File: config.mk
export PLATFORM = sky130hd
export DESIGN_NAME = basic_control_unit
export DESIGN_NICKNAME = d
export VERILOG_FILES = /design/src/rtl/cu_pkg.sv /design/src/rtl/cu_seq.sv /design/src/rtl/basic_control_unit.sv
export SDC_FILE = /design/constraint.sdc
export NUM_CORES = 1
export LEC_CHECK = 0
export ABC_AREA = 1
export BUFFER_PORTS_ARGS = -buffer_cell sky130_fd_sc_hd__buf_4
export CORE_UTILIZATION = 38
export DETAILED_ROUTE_END_ITERATION = 8
export HOLD_SLACK_MARGIN = 0.1
export PLACE_DENSITY = 0.91
export SETUP_SLACK_MARGIN = 0.3
export SLEW_MARGIN = 20
export SYNTH_ARGS = -nofsm -noshare
export SYNTH_HDL_FRONTEND = slang
export SYNTH_SLANG_ARGS = --single-unit
File: constraint.sdc
create_clock -name Clock -period 1.6 [get_ports Clock]
set_clock_uncertainty 0.05 [all_clocks]
set_input_delay 0.08 -clock Clock [delete_from_list [all_inputs] [get_ports Clock]]
set_output_delay 0.08 -clock Clock [all_outputs]
set_load 0.05 [all_outputs]
File: src/rtl/cu_pkg.sv
// rtl/cu_pkg.sv - shared encodings, T-state type and select helpers for the control unit
//
// Purpose: single home for every encoding the control unit drives onto the
// datapath: T-states, opcodes, RF/ARF function codes, ALU codes, OutDSel and
// mux codes, idle values, and the Rd -> active-low RegSel decode.
// Ports: none (package).

package cu_pkg;

    typedef enum logic [2:0] {
        T0   = 3'd0,
        T1   = 3'd1,
        T2   = 3'd2,
        T3   = 3'd3,
        HALT = 3'd4
    } tstate_t;

    // Opcodes (IR[15:10])
    localparam logic [5:0] OP_BRA  = 6'h00;
    localparam logic [5:0] OP_BNE  = 6'h01;
    localparam logic [5:0] OP_LDI  = 6'h02;
    localparam logic [5:0] OP_LDAR = 6'h03;
    localparam logic [5:0] OP_LD   = 6'h04;
    localparam logic [5:0] OP_ADD  = 6'h05;
    localparam logic [5:0] OP_ST   = 6'h06;
    localparam logic [5:0] OP_INC  = 6'h07;
    localparam logic [5:0] OP_HLT  = 6'h3F;

    // RF and ARF function codes
    localparam logic [2:0] FUN_DEC  = 3'b000;
    localparam logic [2:0] FUN_INC  = 3'b001;
    localparam logic [2:0] FUN_LOAD = 3'b010;
    localparam logic [2:0] FUN_CLR  = 3'b011;

    // ALU function codes
    localparam logic [4:0] ALU_A16   = 5'b10000;
    localparam logic [4:0] ALU_ADD16 = 5'b10100;

    // ARF OutD selects
    localparam logic [1:0] OUTD_PC = 2'b00;
    localparam logic [1:0] OUTD_AR = 2'b10;
    localparam logic [1:0] OUTD_SP = 2'b11;

    // Active-low ARF register enables: bit2=PC, bit1=AR, bit0=SP
    localparam logic [2:0] ARF_SEL_PC = 3'b011;
    localparam logic [2:0] ARF_SEL_AR = 3'b101;
    localparam logic [2:0] ARF_SEL_SP = 3'b110;

    // Mux selects
    localparam logic [1:0] MUXA_ALU = 2'b00;
    localparam logic [1:0] MUXA_MEM = 2'b10;
    localparam logic [1:0] MUXA_IMM = 2'b11;
    localparam logic [1:0] MUXB_IMM = 2'b11;

    // Idle values
    localparam logic [3:0] IDLE_REGSEL  = 4'b1111;
    localparam logic [2:0] IDLE_ARF_SEL = 3'b111;
    localparam logic       IDLE_MEM_CS  = 1'b1;

    // Rd (00=R1 .. 11=R4) to active-low RegSel with bit3=R1 .. bit0=R4
    function automatic logic [3:0] regsel_dec(input logic [1:0] rd);
        return ~(4'b1000 >> rd);
    endfunction

endpackage

File: src/rtl/cu_seq.sv
// rtl/cu_seq.sv - T-state register and next-state logic of the control unit
//
// Purpose: T0 -> T1 -> T2 -> (T3 for ST | HALT for HLT | T0); T3 -> T0;
// HALT holds until reset.
// Ports:
//   Clock  in  rising-edge clock
//   Reset  in  asynchronous active-low reset, clears to T0
//   opcode in  IR[15:10], only consulted in T2
//   state  out current T-state

module cu_seq
    import cu_pkg::*;
(
    input  logic       Clock,
    input  logic       Reset,
    input  logic [5:0] opcode,
    output tstate_t    state
);

    tstate_t state_next;

    always_ff @(posedge Clock or negedge Reset) begin
        if (!Reset) begin
            state <= T0;
        end else begin
            state <= state_next;
        end
    end

    always_comb begin
        state_next = state;
        case (state)
            T0:   state_next = T1;
            T1:   state_next = T2;
            T2: begin
                if (opcode == OP_ST) begin
                    state_next = T3;
                end else if (opcode == OP_HLT) begin
                    state_next = HALT;
                end else begin
                    state_next = T0;
                end
            end
            T3:   state_next = T0;
            HALT: state_next = HALT;
            default: state_next = T0;
        endcase
    end

endmodule

File: src/rtl/basic_control_unit.sv
// rtl/basic_control_unit.sv - hardwired sequencer driving the ALU datapath selects
//
// Purpose: fetches a 16-bit instruction as two bytes into the IR (T0, T1),
// decodes it in T2 (plus T3 for ST) and drives every datapath select.
// Ports:
//   Clock, Reset                       clock, async active-low reset
//   IROut[15:0], ALU_Flags[3:0]        IR contents, {Z,C,N,O}
//   RF_OutASel/OutBSel/FunSel[2:0]     RF read selects and function
//   RF_RegSel/ScrSel[3:0]              RF active-low enables
//   ALU_FunSel[4:0], ALU_WF            ALU function, flag write enable
//   ARF_OutCSel/OutDSel[1:0]           ARF read selects
//   ARF_FunSel[2:0], ARF_RegSel[2:0]   ARF function, active-low enables
//   IR_LH, IR_Write                    IR byte select, IR write enable
//   Mem_WR, Mem_CS                     memory write select, active-low CS
//   MuxASel/MuxBSel[1:0], MuxCSel      datapath mux selects
//   SeqT[1:0], Halted                  current T-state, halt indicator

module basic_control_unit
    import cu_pkg::*;
(
    input  logic        Clock,
    input  logic        Reset,
    input  logic [15:0] IROut,
    input  logic [3:0]  ALU_Flags,
    output logic [2:0]  RF_OutASel,
    output logic [2:0]  RF_OutBSel,
    output logic [2:0]  RF_FunSel,
    output logic [3:0]  RF_RegSel,
    output logic [3:0]  RF_ScrSel,
    output logic [4:0]  ALU_FunSel,
    output logic        ALU_WF,
    output logic [1:0]  ARF_OutCSel,
    output logic [1:0]  ARF_OutDSel,
    output logic [2:0]  ARF_FunSel,
    output logic [2:0]  ARF_RegSel,
    output logic        IR_LH,
    output logic        IR_Write,
    output logic        Mem_WR,
    output logic        Mem_CS,
    output logic [1:0]  MuxASel,
    output logic [1:0]  MuxBSel,
    output logic        MuxCSel,
    output logic [1:0]  SeqT,
    output logic        Halted
);

    tstate_t    state;
    logic [5:0] opcode;
    logic [1:0] rd;
    logic [1:0] rs;
    logic       flag_z;
    logic       unused_inputs;

    assign opcode        = IROut[15:10];
    assign rd            = IROut[9:8];
    assign rs            = IROut[7:6];
    assign flag_z        = ALU_Flags[3];
    assign unused_inputs = ^{IROut[5:0], ALU_Flags[2:0]};

    cu_seq u_seq (
        .Clock  (Clock),
        .Reset  (Reset),
        .opcode (opcode),
        .state  (state)
    );

    // Reset gates everything to idle even though the state is already T0,
    // so the T0 fetch never leaks out while Reset is held low.
    always_comb begin
        RF_OutASel  = '0;
        RF_OutBSel  = '0;
        RF_FunSel   = '0;
        RF_RegSel   = IDLE_REGSEL;
        RF_ScrSel   = IDLE_REGSEL;
        ALU_FunSel  = '0;
        ALU_WF      = 1'b0;
        ARF_OutCSel = '0;
        ARF_OutDSel = '0;
        ARF_FunSel  = '0;
        ARF_RegSel  = IDLE_ARF_SEL;
        IR_LH       = 1'b0;
        IR_Write    = 1'b0;
        Mem_WR      = 1'b0;
        Mem_CS      = IDLE_MEM_CS;
        MuxASel     = '0;
        MuxBSel     = '0;
        MuxCSel     = 1'b0;
        SeqT        = 2'd0;
        Halted      = 1'b0;
        if (Reset) begin
            case (state)
                T0, T1: begin
                    SeqT        = (state == T1) ? 2'd1 : 2'd0;
                    ARF_OutDSel = OUTD_PC;
                    Mem_CS      = 1'b0;
                    IR_Write    = 1'b1;
                    IR_LH       = (state == T1);
                    ARF_FunSel  = FUN_INC;
                    ARF_RegSel  = ARF_SEL_PC;
                end
                T2: begin
                    SeqT = 2'd2;
                    case (opcode)
                        OP_BRA, OP_BNE: begin
                            if (opcode == OP_BRA || !flag_z) begin
                                MuxBSel    = MUXB_IMM;
                                ARF_FunSel = FUN_LOAD;
                                ARF_RegSel = ARF_SEL_PC;
                            end
                        end
                        OP_LDI: begin
                            MuxASel   = MUXA_IMM;
                            RF_FunSel = FUN_LOAD;
                            RF_RegSel = regsel_dec(rd);
                        end
                        OP_LDAR: begin
                            MuxBSel    = MUXB_IMM;
                            ARF_FunSel = FUN_LOAD;
                            ARF_RegSel = ARF_SEL_AR;
                        end
                        OP_LD: begin
                            ARF_OutDSel = OUTD_AR;
                            Mem_CS      = 1'b0;
                            MuxASel     = MUXA_MEM;
                            RF_FunSel   = FUN_LOAD;
                            RF_RegSel   = regsel_dec(rd);
                        end
                        OP_ADD: begin
                            RF_OutASel = {1'b0, rd};
                            RF_OutBSel = {1'b0, rs};
                            ALU_FunSel = ALU_ADD16;
                            ALU_WF     = 1'b1;
                            MuxASel    = MUXA_ALU;
                            RF_FunSel  = FUN_LOAD;
                            RF_RegSel  = regsel_dec(rd);
                        end
                        OP_ST: begin
                            RF_OutASel  = {1'b0, rd};
                            ALU_FunSel  = ALU_A16;
                            MuxCSel     = 1'b0;
                            ARF_OutDSel = OUTD_AR;
                            Mem_CS      = 1'b0;
                            Mem_WR      = 1'b1;
                            ARF_FunSel  = FUN_INC;
                            ARF_RegSel  = ARF_SEL_AR;
                        end
                        OP_INC: begin
                            RF_FunSel = FUN_INC;
                            RF_RegSel = regsel_dec(rd);
                        end
                        default: ;
                    endcase
                end
                T3: begin
                    // Second store byte: same as ST's T2 but the upper mux half.
                    SeqT        = 2'd3;
                    RF_OutASel  = {1'b0, rd};
                    ALU_FunSel  = ALU_A16;
                    MuxCSel     = 1'b1;
                    ARF_OutDSel = OUTD_AR;
                    Mem_CS      = 1'b0;
                    Mem_WR      = 1'b1;
                    ARF_FunSel  = FUN_INC;
                    ARF_RegSel  = ARF_SEL_AR;
                end
                HALT: Halted = 1'b1;
                default: ;
            endcase
        end
    end

endmodule
==> results of run 1 <==
==> cell families after synthesis <==
family	synth area share, %
buffers and inverters	29.5
and+or+nand+nor	47.3
DFF	11.1
other	1.11
AOI/OAI and AO/OA	10.9
==> cells in the mapped netlist, drive strengths merged <==
cell type	count
nor2	20
a31oi	1
nand4	1
o211ai	1
buf	18
nand2	15
o21a	1
o31ai	1
conb	2
nor3	3
dfrtp	3
o21ai	2
inv	17
and2	1
nand3	18
a21oi	7
==> what timing repair did <==
| action | CTS |
|---|---|
| endpoints found under the setup margin | 30 |
| hold endpoints to repair | 4 |
| gates cloned | 0 |
| pin swaps | 11 |
| hold buffers | 2 |
| resized for setup | 51 |
| setup buffers | 15 |
==> through the flow <==
step,setup WS (ns),instances,cell area [um^2],util (%)
floorplan,-0.0325,124,910,-
global placement,0.146,168,1140,72.1
CTS,0.00332,189,1480,94.1
detailed placement,0.121,168,1140,72.1
==> out/results.txt, run 1 <==
The die boundary width is 44.1 um. The run stopped with a tool error. The average instance in the mapped netlist occupies 6.08 um^2. Clock sink count: 3. After synthesis, flip-flops and latches occupy 11.1% of the total area.

The pin count of the biggest net entering global routing came out at 9. By area the synthesized netlist is led by sky130_fd_sc_hd__buf_4 (20%), sky130_fd_sc_hd__dfrtp_1 (11%), sky130_fd_sc_hd__nand3_1 (10%), sky130_fd_sc_hd__inv_1 (7.8%), sky130_fd_sc_hd__nand2_1 (7.8%). 67 I/O pins were placed. The worst endpoint type is a top-level output. The number of buffer cells added on primary ports is 42, and the initial core utilization is 42.8%.

TritonCTS created 3 clock buffers. It got as far as global routing and failed there. The number of H-tree levels is 1, and the combined area of all synthesized cells is 674 um^2.

The tools report the worst endpoint after global-route timing repair as ARF_OutDSel[1]. The tools report the number of buffers on the longest clock path as 2. Routability-driven placement finished with a final weighted congestion of 0.888. The placed wire-length estimate after detailed placement was 1.67 mm. The tool reported: "[ERROR DPL-0038] Utilization greater than 100%, impossible to legalize". The top cell type's share of synthesized area came out at 20.0%. Summed over all instances, the cell type with the most area after synthesis is sky130_fd_sc_hd__buf_4.

The floorplan has 14 rows. The synthesized instance count is 111, and the number of synthesized register bits is 3. The Yosys step of the flow raised 0 warnings. Clock tree synthesis selected as its root buffer the cell sky130_fd_sc_hd__clkbuf_4. The count of distinct cell types in the synthesized netlist was 22.

The overall die height works out to 44.1 um.
==> run 2, diff against run 1 <==
- CORE_AREA: not set -> 2 2 63 65
- CORE_UTILIZATION: 38 -> not set
- DIE_AREA: not set -> 0 0 65 67
- HOLD_SLACK_MARGIN: 0.1 -> not set
- PLACE_DENSITY: 0.91 -> not set
- PLACE_DENSITY_LB_ADDON: not set -> 0.15
- SETUP_SLACK_MARGIN: 0.3 -> not set
==> out/results.txt, run 2 <==
The path class of the tightest hold or removal check is in2reg. The wire length of the first global-routing pass was 3.51 mm. Commonest cells post-synth: sky130_fd_sc_hd__buf_4 (18), sky130_fd_sc_hd__inv_1 (14), sky130_fd_sc_hd__nand2_1 (14), sky130_fd_sc_hd__nand3_1 (14), sky130_fd_sc_hd__nor2_1 (12) (unchanged). TritonCTS built the clock tree. Global routing finished with a remaining overflow of 0. For the placeable core region, the log shows 0.00361 mm^2. The fraction of the mapped netlist area in compound gates works out to 10.9% (unchanged). The top cell types in the final layout, fill and taps aside, are sky130_fd_sc_hd__buf_4 (37), sky130_fd_sc_hd__conb_1 (15), sky130_fd_sc_hd__nand3_1 (13), sky130_fd_sc_hd__buf_6 (13).

The category of the critical setup timing path is reg2out. End point of the most critical hold path: u_seq.state[2]$_DFF_PN0_. Number of max-slew violations in the final report: 0. In this run the remaining antenna-violating nets after routing total 0. The internal power of the cells totals 599 uW. For the sequential group share of total power, the log shows 9.2%.

In the final layout, the registers with the most flip-flops are u_seq.state: 3 flops. The number of DRC markers in iteration 0 is 15, and the number of buffers created by CTS is 3 (unchanged). Subtracting the final worst setup slack from the clock period gives 1.56 ns. The area added between synthesis and finish was 88.1%; the top cell type's share of synthesized area was 20.0% (unchanged). The logs give 0.754 (was 0.888) for the final RePlAce weighted congestion and 1.43 ns for the worst path arrival time. The most frequently used flop master after synthesis was sky130_fd_sc_hd__dfrtp_1 (unchanged).

STA puts the critical path data required time at 1.47 ns. The cell with the most instances after synthesis is sky130_fd_sc_hd__buf_4 (unchanged). Clock-pin slew was measured on the worst setup and hold paths at 0.03 ns. The run gives 22 (was 14) as the cell row count. The die boundary width is 65 um (was 44.1 um), and the number of max-cap violations is 0. The final non-filler cell total came out at 211. The flow ran to the end, and the final reports show no timing, DRC or antenna violations. For the count of distinct cell types in the synthesized netlist, the log shows 22 (unchanged). After layout, the worst path uses 97.6% of the clock period. For the combined area of all synthesized cells, the log shows 674 um^2 (unchanged). The tools report the reg-to-reg startpoint as u_seq.state[0]$_DFF_PN0_. For the clock sink count, the log shows 3 (unchanged). The register area share after synthesis was 11.1% (unchanged); the total count of hold-check failures in the final report was 0. I/O pin count: 67 (unchanged). The number of H-tree levels was 1 (unchanged). For this run, design rule violations remaining after detail routing come to 0.

The startpoint of the tightest hold check path was IROut[15]. The mean instance size in the synthesized netlist was 6.08 um^2 (unchanged); the number of warnings issued by yosys was 0 (unchanged). The number of antenna violations at the first check in global routing came out at 0. The overall die height came out at 67 um (was 44.1 um). STA classifies the critical path endpoint as an output pin. For the number of buffers on the longest clock path, the log shows 2 (unchanged). The sequential cell area came out at 76.3 um^2. The full die area is 0.00436 mm^2, and the fraction of final layout cells with drive strength greater than 1 is 57.7%. The register ranked first by flip-flop count was u_seq.state. The maximum resistive drop on vdd came out at 0.596 mV. The pre-CTS setup slack is 0.118 ns (was 0.121 ns), and the total routed wirelength is 2.25 mm. The share of flip-flops with an asynchronous set or reset after synthesis works out to 100% (unchanged). The worst register-to-register path has a depth of 6. The final design instance area without fill was 0.00127 mm^2. In this run the power spent charging and discharging nets is 792 uW.

The net switching share of the total power was 57.0%. The overall fraction of global-route tracks in use came out at 10.3%. Number of setup violations in the final report: 0.

Using the TritonRoute via totals, the vias-per-cell ratio works out to 4.11. The total of fill cells in the finished design was 405; the multi-input combinational cell area was 572 um^2. Placed cell count: 198 (was 168). The number of buffer cells added on primary ports was 42 (unchanged); the number of flip-flops under the largest register name was 3.

The number of synthesized flops with an enable pin is 0 (unchanged), and the final worst slack is 0.0389 ns. The library cell used most frequently in the layout, excluding fill and tap cells, is sky130_fd_sc_hd__buf_4. Entering global routing, the biggest net connects 10 pins. The number of synthesized register bits is 3 (unchanged), and the count of antenna diodes in the layout is 0. The run gives 1.79 mm (was 1.67 mm) as the placed wire-length estimate after detailed placement.

The library cell occupying the most area in the post-synthesis netlist was sky130_fd_sc_hd__buf_4 (unchanged). Cell types occupying the most area after synthesis: sky130_fd_sc_hd__buf_4 (20%), sky130_fd_sc_hd__dfrtp_1 (11%), sky130_fd_sc_hd__nand3_1 (10%), sky130_fd_sc_hd__inv_1 (7.8%), sky130_fd_sc_hd__nand2_1 (7.8%) (unchanged). The master cell of the clock root buffer was sky130_fd_sc_hd__clkbuf_8 (was sky130_fd_sc_hd__clkbuf_4). For the initial core utilization, the log shows 18.7% (was 42.8%). The via count of the first global-routing pass came out at 819.

In this run the worst path has a maximum fanout of 5. The run gives 4 as the iteration count of the initial detailed-routing pass. The synthesized-area fraction occupied by adder cells is 0% (unchanged). The placed cell area is 0.00104 mm^2 (was 0.00114 mm^2), and the routed wire length per instance is 10.7 um. Static timing analysis puts the maximum clock frequency at 641 MHz. In this run, the combinational gates consume 74.6% of the power. The multiplexer area fraction after synthesis is 0% (unchanged). The layout net count was 186; the setup slack on the worst flop-to-flop path was 0.43 ns. The share of the synthesized netlist area taken by xor and xnor gates was 0% (unchanged). The largest family of logic cells by synthesized area is simple AND/OR/NAND/NOR gates (unchanged). The tools report the clock insertion delay at the later pin of the skew report as 0.22 ns. The worst register-to-register path ends at u_seq.state[2]$_DFF_PN0_. The post-synthesis share of cell area spent on and, or, nand and nor gates is 47.3% (unchanged).

The worst setup path is launched from a register. The synthesized instance count was 111 (unchanged); the leakage power summed over all cells was 0.000581 uW. The tools report the via total after detailed routing as 868.

Setup repair after global routing could not meet its margin everywhere. The run gives 16.3% as the part of the power in the clock network. The cell count of the worst hold path came out at 3.

The total power density per cell area is 1100 mW/mm^2.
## run 2: cell counts after synthesis
Identical to the previous run, type by type.
## run 2: what timing repair did
item / 4_1_cts / 5_1_grt
pin swaps: 3 / 5
setup buffers: 4 / 3
setup endpoints to repair: 18 / 14
hold endpoints to repair: 3 / 0
cloned: 0 / 1
gates resized for setup: 6 / 26
hold buffers: 1 / 0
## run 2: cell families after synthesis
family	Yosys count
flip-flops	3
other	2
AO/OA/AOI/OAI	13
AND/OR/NAND/NOR	58
buffers and inverters	35
## run 2: how the worst max path moves through the flow
stage,start,to,slack (ns),depth (start not counted)
finish,u_seq.state[2]$_DFF_PN0_,MuxBSel[0],0.04,5
global route,u_seq.state[2]$_DFF_PN0_,RF_OutBSel[0],-0.04,6
floorplan,u_seq.state[2]$_DFF_PN0_,IR_LH,-0.17,3
detailed placement,u_seq.state[2]$_DFF_PN0_,RF_OutBSel[0],0.12,6
global placement,u_seq.state[2]$_DFF_PN0_,RF_OutBSel[0],0.13,6
CTS,u_seq.state[2]$_DFF_PN0_,ALU_FunSel[4],0.006,6
## run 2: per-stage QoR
step	TNS [ns]	power, uW	hold slack (ns)	util [%]
floorplan	-0.743	787	-0.266	-
global placement	0	992	-0.173	28.7
detailed placement	0	993	-0.171	28.7
CTS	0	1300	0.130	31.7
global route	-0.158	1470	0.143	35.2
finish	0	1390	0.120	35.2
## run 2: critical path: stages (launching register included)
cell                      delay, ns
sky130_fd_sc_hd__dfrtp_2       0.45
sky130_fd_sc_hd__nor2_4        0.17
sky130_fd_sc_hd__buf_4         0.15
sky130_fd_sc_hd__nand3_4       0.10
sky130_fd_sc_hd__a21oi_4       0.16
sky130_fd_sc_hd__buf_6         0.18
## run 2: layer usage
metal	wire length (um)	track usage [%]
met3	225	2.70
met4	82	7.18
met2	1020	16.5
met5	0	0
met1	925	12.0
## run 2: cell type report
cell class	instances	area share [%]
clock buffers	4	3.55
inverters	17	5.23
multi-input cells	87	45.1
flip-flops and latches	3	6.02
well taps	48	4.73
repair buffers	52	35.4
## run 2: power by group through the flow
stage                     Clock, uW  Sequential (uW)  Combinational [uW]
final                           226              128                1040
after global routing            244              130                1100
after CTS                       230              124                 948
after detailed placement          0              130                 863
after global placement            0              130                 861
after floorplan                   0              114                 673
(Power assumes the default switching activity.)
==> run 3, diff against run 2 <==
- GPL_TIMING_DRIVEN: not set -> 0
==> out/results.txt, run 3 (synthesis results as in run 2) <==
The area added between synthesis and finish was 109% (was 88.1%). The checks that failed: setup timing. The run gives 22 (unchanged) as the cell row count. The number of H-tree levels was 1 (unchanged); the power spent charging and discharging nets was 817 uW (was 792 uW).

The overall die height came out at 67 um (unchanged). The worst reg2reg path depth works out to 7 (was 6). The cell count of the worst hold path is 3 (unchanged), and the die boundary width is 65 um (unchanged). The I/O pin count was 67 (unchanged); the final worst slack was -0.00233 ns (was 0.0389 ns). The post-layout minimum cycle time was 1.60 ns (was 1.56 ns); the layout net count was 208 (was 186). The placeable core region was 0.00361 mm^2 (unchanged). Most common cell after layout, fill and taps aside: sky130_fd_sc_hd__buf_4 (unchanged). Largest registers: u_seq.state: 3 flops (unchanged). The upper clock frequency limit came out at 624 MHz (was 641 MHz). The count of antenna-violating nets left after detailed routing was 0 (unchanged). Setup repair after global routing could not meet its margin everywhere.

The placed wire-length estimate after detailed placement was 1.82 mm (was 1.79 mm). The pin count of the biggest net entering global routing is 10 (unchanged), and the fraction of final layout cells with drive strength greater than 1 is 61.1% (was 57.7%). Part of the power in the clock network: 15.1% (was 16.3%). The startpoint of the tightest hold check path was IROut[15] (unchanged).

The tools report the number of DRC markers in iteration 0 as 26 (was 15). The number of setup violations in the final report was 1 (was 0). The tools report the relative contribution of combinational cells to total power as 76.9% (was 74.6%). The wire length of the first global-routing pass was 3.59 mm (was 3.51 mm); the clock input transition at the sequential cells of the worst setup and hold paths was 0.03 ns (about the same).

The flow ran to the end, but the final reports show violations. For the setup slack on the worst flop-to-flop path, the log shows 0.34 ns (was 0.43 ns). The total power density per cell area was 1070 mW/mm^2 (was 1100 mW/mm^2).

The reg-to-reg startpoint is u_seq.state[0]$_DFF_PN0_ (unchanged). The cell at the slowest stage of the critical path was sky130_fd_sc_hd__dfrtp_2 (unchanged). Commonest cells after routing, fill and taps aside: sky130_fd_sc_hd__buf_4 (59), sky130_fd_sc_hd__conb_1 (15), sky130_fd_sc_hd__buf_6 (13), sky130_fd_sc_hd__inv_1 (12), sky130_fd_sc_hd__nand3_1 (12) (was sky130_fd_sc_hd__buf_4 (37), sky130_fd_sc_hd__conb_1 (15), sky130_fd_sc_hd__nand3_1 (13), sky130_fd_sc_hd__buf_6 (13)).

The kind of end point of the critical path was an output pin (unchanged). The number of max-slew violations in the final report came out at 0 (unchanged). Worst flop-to-flop path endpoint: u_seq.state[2]$_DFF_PN0_ (unchanged). Master cell of the clock root buffer: sky130_fd_sc_hd__clkbuf_8 (unchanged).

The run gives 2 (unchanged) as the number of buffers on the longest clock path. The biggest fanout along the worst timing path is 5 (unchanged), and the data required time at the worst endpoint is 1.47 ns (about the same). The logs give 0 (unchanged) for the detailed-route DRC error count and 0 (unchanged) for the number of antenna violations at the first check in global routing.

The logs give 0 (unchanged) for the total count of hold-check failures in the final report and 3 (unchanged) for the clock sink count. The number of flip-flops under the largest register name is 3 (unchanged), and the full die area is 0.00436 mm^2 (unchanged). The tools report the number of buffers created by CTS as 3 (unchanged). The routed wire length per instance works out to 10.3 um (was 10.7 um).

The tools report the number of max-cap violations as 0 (unchanged). Cells along the critical path: nor2_4, buf_4, nand3_2, a21oi_1, buf_4 (was nor2_4, buf_4, nand3_4, a21oi_4, buf_6). The class of the worst hold path is in2reg (unchanged).

The iteration count of the initial detailed-routing pass was 4 (unchanged). The category of the critical setup timing path is reg2out (unchanged). Final RePlAce weighted congestion: 0.743 (was 0.754).

Sequential group share of total power: 8.0% (was 9.2%). The via count of the first global-routing pass was 821 (was 819); the clock insertion delay at the later pin of the skew report was 0.22 ns (about the same). The count of antenna diodes in the layout came out at 0 (unchanged). The biggest cell delay along the critical path is 0.45 ns (about the same), and the total routed wirelength is 2.41 mm (was 2.25 mm). The maximum resistive drop on vdd is 0.740 mV (was 0.596 mV), and the leakage power summed over all cells is 0.000711 uW (was 0.000581 uW). The tools report the worst path arrival time as 1.47 ns (was 1.43 ns). The register ranked first by flip-flop count is u_seq.state (unchanged).

The net switching share of the total power works out to 54.0% (was 57.0%). TritonCTS built the clock tree. The most numerous cell on the critical path is sky130_fd_sc_hd__buf_4. Remaining global-route overflow: 0 (unchanged). The post-layout total power is 1510 uW (was 1390 uW), and the via total after detailed routing is 922 (was 868). The final period utilization is 100% (was 97.6%), and the overall fraction of global-route tracks in use is 10.4% (was 10.3%). The final cell utilization of the core is 39.1% (was 35.2%). The internal power of the cells is 695 uW (was 599 uW), and the detailed-route vias per instance is 3.96 (was 4.11). The number of buffer cells added on primary ports was 42 (unchanged); the initial core utilization was 18.7% (unchanged).

The category of the worst setup path launch point is a register (unchanged). The tools report the end point of the most critical hold path as u_seq.state[2]$_DFF_PN0_ (unchanged).
## run 3: layout make-up
type | count | area, um^2
buffer | 18 | 139
tap | 48 | 60.1
timing repair buffer | 56 | 475
multi-input combinational | 87 | 552
sequential | 3 | 76.3
fill | 392 | 2190
inverter | 17 | 63.8
clock buffer | 4 | 45.0
## run 3: how the worst max path moves through the flow
stage	start	end	slack (ns)	cells past startpoint
2_1_floorplan	u_seq.state[2]$_DFF_PN0_	IR_LH	-0.17	3
3_3_place_gp	u_seq.state[0]$_DFF_PN0_	Mem_WR	0.07	6
3_5_place_dp	u_seq.state[0]$_DFF_PN0_	Mem_WR	0.05	6
4_1_cts	u_seq.state[0]$_DFF_PN0_	ALU_FunSel[4]	0.004	7
5_1_grt	u_seq.state[2]$_DFF_PN0_	MuxASel[1]	-0.11	5
6_report	u_seq.state[2]$_DFF_PN0_	MuxASel[1]	-0.002	5
## run 3: what timing repair did
item,4_1_cts,5_1_grt
gates resized for setup,11,16
gates cloned,0,1
setup buffers,5,8
endpoints found under the setup margin,20,16
hold endpoints to repair,3,0
hold buffers,1,0
pin swaps,2,10
## run 3: power by group through the flow
stage                     sequential (uW)  clock [uW]  combinational (uW)
after global placement                118           0                 880
after CTS                             124         236                 982
after floorplan                       114           0                 673
final                                 120         228                1160
after global routing                  122         245                1230
after detailed placement              120           0                 886
## run 3: stage by stage
stage               worst slack (ns)  area (um^2)  cells   TNS, ns  hold slack [ns]
floorplan                     -0.174          781    124    -0.743           -0.266
detailed placement            0.0494         1160    214         0           -0.170
global route                  -0.109         1410    233    -0.674            0.133
global placement              0.0667         1160    214         0           -0.173
finish                      -0.00233         1410    233  -0.00233            0.128
CTS                          0.00404         1280    224         0            0.121
## run 3: worst max-delay path, delay by kind of cell (launching register included)
kind                   cells  cell delay (ns)
buffers and inverters      2             0.36
and+or+nand+nor            2             0.27
DFF                        1             0.45
AOI/OAI and AO/OA          1             0.16
## run 3: metal layers
layer | global-route usage [%] | vias to the layer above | routed length [um] | part of all wire (%)
li1 | - | 474 | - | -
met1 | 11.9 | 392 | 1050 | 44
met2 | 18.2 | 50 | 1080 | 45
met3 | 2.70 | 6 | 223 | 9.3
met4 | 4.79 | 0 | 50 | 2.1
met5 | 0 | - | 0 | 0
